<file path="src/rtl/wb_arb2.sv">
// Two-master Wishbone arbiter in front of the on-chip RAM slave: round-robin grant locked
// for the owner's whole cyc, with a watchdog that turns a missing ack into an err pulse.
module wb_arb2 #(
  parameter int TIMEOUT = 255,
  parameter int TO_W    = 8
) (
  input  logic            wb_clk_i,
  input  logic            wb_rst_i,

  input  logic            m0_cyc_i,
  input  logic            m0_stb_i,
  input  logic            m0_we_i,
  input  logic [3:0]      m0_sel_i,
  input  logic [31:0]     m0_adr_i,
  input  logic [31:0]     m0_dat_i,
  output logic [31:0]     m0_dat_o,
  output logic            m0_ack_o,
  output logic            m0_err_o,

  input  logic            m1_cyc_i,
  input  logic            m1_stb_i,
  input  logic            m1_we_i,
  input  logic [3:0]      m1_sel_i,
  input  logic [31:0]     m1_adr_i,
  input  logic [31:0]     m1_dat_i,
  output logic [31:0]     m1_dat_o,
  output logic            m1_ack_o,
  output logic            m1_err_o,

  output logic            s_cyc_o,
  output logic            s_stb_o,
  output logic            s_we_o,
  output logic [3:0]      s_sel_o,
  output logic [31:0]     s_adr_o,
  output logic [31:0]     s_dat_o,
  input  logic [31:0]     s_dat_i,
  input  logic            s_ack_i,

  output logic [1:0]      dbg_state_o,
  output logic [TO_W-1:0] dbg_cnt_o
);

  // Handshake: a transfer is offered while cyc & stb are high and completes in the cycle
  // the slave raises ack (or the watchdog raises err); the master holds its request until then.
  typedef enum logic [1:0] {
    IDLE = 2'd0,
    GNT0 = 2'd1,
    GNT1 = 2'd2
  } state_t;

  localparam logic [TO_W-1:0] CNT_MAX = TO_W'(TIMEOUT - 1);

  state_t          r_state;
  logic            r_last;
  logic [TO_W-1:0] r_cnt;
  logic            r_err_pending;

  logic            w_gnt0;
  logic            w_gnt1;
  logic            w_expire;
  logic [TO_W-1:0] w_cnt_nxt;

  assign w_gnt0 = (r_state == GNT0);
  assign w_gnt1 = (r_state == GNT1);

  always_comb begin
    s_cyc_o = 1'b0;
    s_stb_o = 1'b0;
    s_we_o  = 1'b0;
    s_sel_o = 4'h0;
    s_adr_o = 32'h0;
    s_dat_o = 32'h0;
    if (w_gnt0) begin
      s_cyc_o = m0_cyc_i;
      s_stb_o = m0_stb_i & ~r_err_pending;
      s_we_o  = m0_we_i;
      s_sel_o = m0_sel_i;
      s_adr_o = m0_adr_i;
      s_dat_o = m0_dat_i;
    end else if (w_gnt1) begin
      s_cyc_o = m1_cyc_i;
      s_stb_o = m1_stb_i & ~r_err_pending;
      s_we_o  = m1_we_i;
      s_sel_o = m1_sel_i;
      s_adr_o = m1_adr_i;
      s_dat_o = m1_dat_i;
    end
  end

  assign m0_ack_o = s_ack_i & w_gnt0;
  assign m1_ack_o = s_ack_i & w_gnt1;
  assign m0_err_o = r_err_pending & w_gnt0;
  assign m1_err_o = r_err_pending & w_gnt1;
  assign m0_dat_o = s_dat_i;
  assign m1_dat_o = s_dat_i;

  // An ack in the expiry cycle wins, so expiry requires the slave to still be silent.
  assign w_expire = s_stb_o & ~s_ack_i & (r_cnt == CNT_MAX);

  always_comb begin
    w_cnt_nxt = r_cnt;
    if (s_ack_i || r_err_pending || w_expire) begin
      w_cnt_nxt = '0;
    end else if (s_stb_o && (r_cnt != CNT_MAX)) begin
      w_cnt_nxt = r_cnt + TO_W'(1);
    end
  end

  always_ff @(posedge wb_clk_i or negedge wb_rst_i) begin
    if (!wb_rst_i) begin
      r_state       <= IDLE;
      r_last        <= 1'b1;
      r_cnt         <= '0;
      r_err_pending <= 1'b0;
    end else begin
      r_err_pending <= w_expire;
      case (r_state)
        IDLE: begin
          r_cnt <= '0;
          if (m0_cyc_i && m1_cyc_i) begin
            r_state <= r_last ? GNT0 : GNT1;
            r_last  <= ~r_last;
          end else if (m0_cyc_i) begin
            r_state <= GNT0;
            r_last  <= 1'b0;
          end else if (m1_cyc_i) begin
            r_state <= GNT1;
            r_last  <= 1'b1;
          end
        end
        GNT0: begin
          if (!m0_cyc_i) begin
            r_cnt <= '0;
            if (m1_cyc_i) begin
              r_state <= GNT1;
              r_last  <= 1'b1;
            end else begin
              r_state <= IDLE;
            end
          end else begin
            r_cnt <= w_cnt_nxt;
          end
        end
        GNT1: begin
          if (!m1_cyc_i) begin
            r_cnt <= '0;
            if (m0_cyc_i) begin
              r_state <= GNT0;
              r_last  <= 1'b0;
            end else begin
              r_state <= IDLE;
            end
          end else begin
            r_cnt <= w_cnt_nxt;
          end
        end
        default: begin
          r_state <= IDLE;
          r_cnt   <= '0;
        end
      endcase
    end
  end

  assign dbg_state_o = r_state;
  assign dbg_cnt_o   = r_cnt;

endmodule
</file>
<file path="config.mk">
export PLATFORM = sky130hd
export DESIGN_NAME = wb_arb2
export DESIGN_NICKNAME = d
export VERILOG_FILES = /design/src/rtl/wb_arb2.sv
export SDC_FILE = /design/constraint.sdc
export NUM_CORES = 1
export LEC_CHECK = 0
export CORE_AREA = 2 2 125 127
export CTS_CLUSTER_SIZE = 10
export DETAILED_ROUTE_END_ITERATION = 10
export DIE_AREA = 0 0 127 129
export PLACE_DENSITY = 0.6
export SLEW_MARGIN = 15
export SYNTH_ARGS = -nofsm -noshare
export SYNTH_HDL_FRONTEND = slang
export SYNTH_SLANG_ARGS = --single-unit
export TNS_END_PERCENT = 1
</file>
<file path="constraint.sdc">
create_clock -name wb_clk_i -period 1.68 [get_ports wb_clk_i]
set_clock_uncertainty 0.05 [all_clocks]
set_input_delay 0.168 -clock wb_clk_i [delete_from_list [all_inputs] [get_ports wb_clk_i]]
set_output_delay 0.168 -clock wb_clk_i [all_outputs]
set_load 0.02 [all_outputs]
</file>
==> results by group <==
Worst setup path
  – Crit Path Category: reg -> out
  – CP Capture Type: primary output
  – CP Data Required Time: ~1.5 ns
  – CP Launch Type: flip-flop
  – Crit-path max FO: 5
  – Critical path arrival: about 1.8 ns

GRT
  – Largest net degree at the start of global routing: 22
  – Vias in the first global route: roughly 2700
  – Initial antenna violation count: 1
  – GRT overflow: 0
  – Gr usage total: 13.1%
  – First-pass GRT wire length: roughly 16000 µm

Clock network
  – CTS tree: yes
  – Root Driver: clkbuf_16
  – # clock sinks: 12
  – Cts hold-fix bufs: 0
  – Clock H-tree levels: 1
  – Reg clk slew, reported paths: about 0.04 ns
  – Maximum clock insertion buffer count: 2
  – Clock latency on the worst-skew pair: between 0.2 and 0.25 ns
  – Total CTS buffers: 3

Timing
  – Hold WS: ~0.26 ns
  – Fin. Hold Viols: 0
  – Slew @ Worst Pin: 0.598 ns
  – Tmin final: 1.97 ns
  – Slew HR: between 60 and 70%
  – Setup WS post-layout: -0.291 ns
  – Unrepaired setup endpoints after global routing: true
  – Final setup vio count: 80
  – Period utilization: 117%
  – Max Transition Viols Final: 0
  – Maximum clock frequency: 507 MHz

Place
  – Final GP Congestion: approximately 0.85
  – Port Buffers: roughly 230
  – Hpwl dp: slightly below 10000 µm
  – Placement Cell Area: between 4000 and 5000 µm²

Logic synthesis
  – Synthesis-stage register bit count: 12
  – Synth unique cells: 32
  – Post-synthesis cell area: just under 2000 µm²
  – YS warnings: 0
  – Syn_nets: 426
  – Avg Cell Area, Syn: 8.04 µm²
  – Register area share after synthesis: 15.4%
  – Cells after Synth: 243

Routing
  – Via count: roughly 2600
  – Initial drt markers: 107
  – Drt drc: 0
  – Antenna Nets Post-Route: 0
  – DR vias/cell: approximately 4.3
  – Pre-Repair DR Iteration Count: 4
  – Drt wl/cell: slightly above 20 µm
  – DRT Wirelength: 12400 µm

Floorplan
  – Num rows: 45
  – Die height: roughly 130 µm
  – Initial Utilization: around an eighth
  – Die W: between 100 and 150 µm
  – Die area: 16400 µm²
  – Core ar.: about 15000 µm²
  – I/O pin cnt: roughly 330

Power and ir drop
  – Leakage: between 1.5 and 2 nW
  – Pwr Total: a little over 6 mW
  – PwrDens: about 1300 nW/µm²
  – VDD IR-drop max: around 0.44 mV

Final layout
  – Final Cell Area: about 4600 µm²
  – Layout cell share with drive strength beyond 1: 35.1%
  – NumNets Final: just over 600
  – Area Overhead vs Synth: 136%

Job
  – Number of max-cap violations: 0

Outcome
  – Failing checks: setup timing
  – Status: complete, but fails checks

Min path
  – Hold crit path type: in -> async
## repair_timing
action / CTS / global route
setup endpoints to repair: 84 / 86
setup buffers: 2 / 2
resized for setup: 267 / 109
gates cloned: 1 / 3
pin swaps: 2 / 6
## state kept, by name (all words and copies together) (netlist names)
register / count
dbg_cnt_o: 8
dbg_state_o: 2
r_err_pending: 1
r_last: 1
## worst max-delay path: stages (launching register included)
cell,delay (ns)
dfrtp_2,0.39
inv_2,0.06
ha_4,0.15
nor2b_4,0.12
buf_12,0.13
buf_8,0.13
clkbuf_16,0.15
a22o_4,0.23
buf_6,0.13
## final timing paths
kind	startpoint	endpoint	slack [ns]	cells after the start
max	dbg_state_o[0]	s_dat_o[14]	-0.29	8
min	wb_rst_i	dbg_cnt_o[5]	0.26	1
max reg2reg	dbg_state_o[1]	dbg_cnt_o[0]	-0.25	8
min reg2reg	r_last	r_last	0.49	2
max in group asynchronous	wb_rst_i	dbg_state_o[0]	0.90	1
min in group wb_clk_i	s_dat_i[18]	m1_dat_o[18]	0.29	0
## cells in the mapped netlist (all sizes together)
library cell  count  area share [%]
a22o             70              31
buf              67              26
clkbuf           14             2.7
dfrtp            11              14
nand2            10             1.9
a21oi             7             1.8
inv               7             1.3
ha                6             3.8
nor3              6             1.5
a21o              4             1.5
and2              4             1.3
nand2b            4             1.3
nor2              4            0.77
nor4              4             1.3
o21ai             4             1.0
nand3             3            0.77
nand4             2            0.64
nor2b             2            0.64
o31a              2            0.90
or3               2            0.64
a32o              1            0.51
a41oi             1            0.45
and3              1            0.32
and4              1            0.45
dfstp             1             1.3
nand3b            1            0.38
nor3b             1            0.38
nor4b             1            0.45
o21a              1            0.38
o22ai             1            0.32
## cell families after synthesis
kind of cell	Yosys count	synth area share [%]
compound gates	91	38.3
buf+inv	88	29.7
simple gates	46	12.7
flops	12	15.4
fa+ha+maj	6	3.84
## metrics by stage
| stage | worst slack (ns) | TNS (ns) | cells | util (%) |
|---|---|---|---|---|
| 2_1_floorplan | -0.0130 | -0.146 | 243 | - |
| 3_3_place_gp | -0.431 | -25.39 | 602 | 28.7 |
| 3_5_place_dp | -0.474 | -28.28 | 602 | 28.7 |
| 4_1_cts | -0.302 | -20.54 | 609 | 29.7 |
| 5_1_grt | -0.333 | -19.87 | 613 | 30.8 |
| 6_report | -0.291 | -14.65 | 614 | 30.8 |
## placed cells by master, fill, tap and decap left out, drive strengths merged, types with 2 or more instances in the layout
cell type      count
clkdlybuf4s50    154
buf              100
a22o              70
dfrtp             11
nand2             10
a21oi              7
inv                7
clkbuf             6
ha                 6
nor3               6
nand2b             4
and2               4
a21o               4
nor2               4
o21ai              4
nor4               4
nand3              3
clkdlybuf4s15      3
nand4              2
o31a               2
or3                2
nor2b              2
## final cells by class
type,instances,area (µm²)
well taps,188,235
clock buffers,4,88.8
diodes,1,2.50
fillers,1567,10400
flip-flops and latches,12,304
inverters,7,26.3
repair buffers,259,2620
multi-input cells,143,1340
## power by group
part | leakage, nW | switching [mW] | internal (mW)
Clock | 0.0442 | 0.130 | 0.360
Combinational | 1.75 | 2.53 | 2.68
Sequential | 0.159 | 0.0397 | 0.338
## routing by layer
layer  routed length, µm  global-route usage, %  vias to the layer above
met5                   0                      0                        -
met4                  87                   1.62                        0
met3                1530                   5.90                       10
met2                5870                   21.3                      194
met1                4870                   16.4                     1204
li1                    -                      -                     1211
No activity file was read; power rests on OpenSTA's default activity.
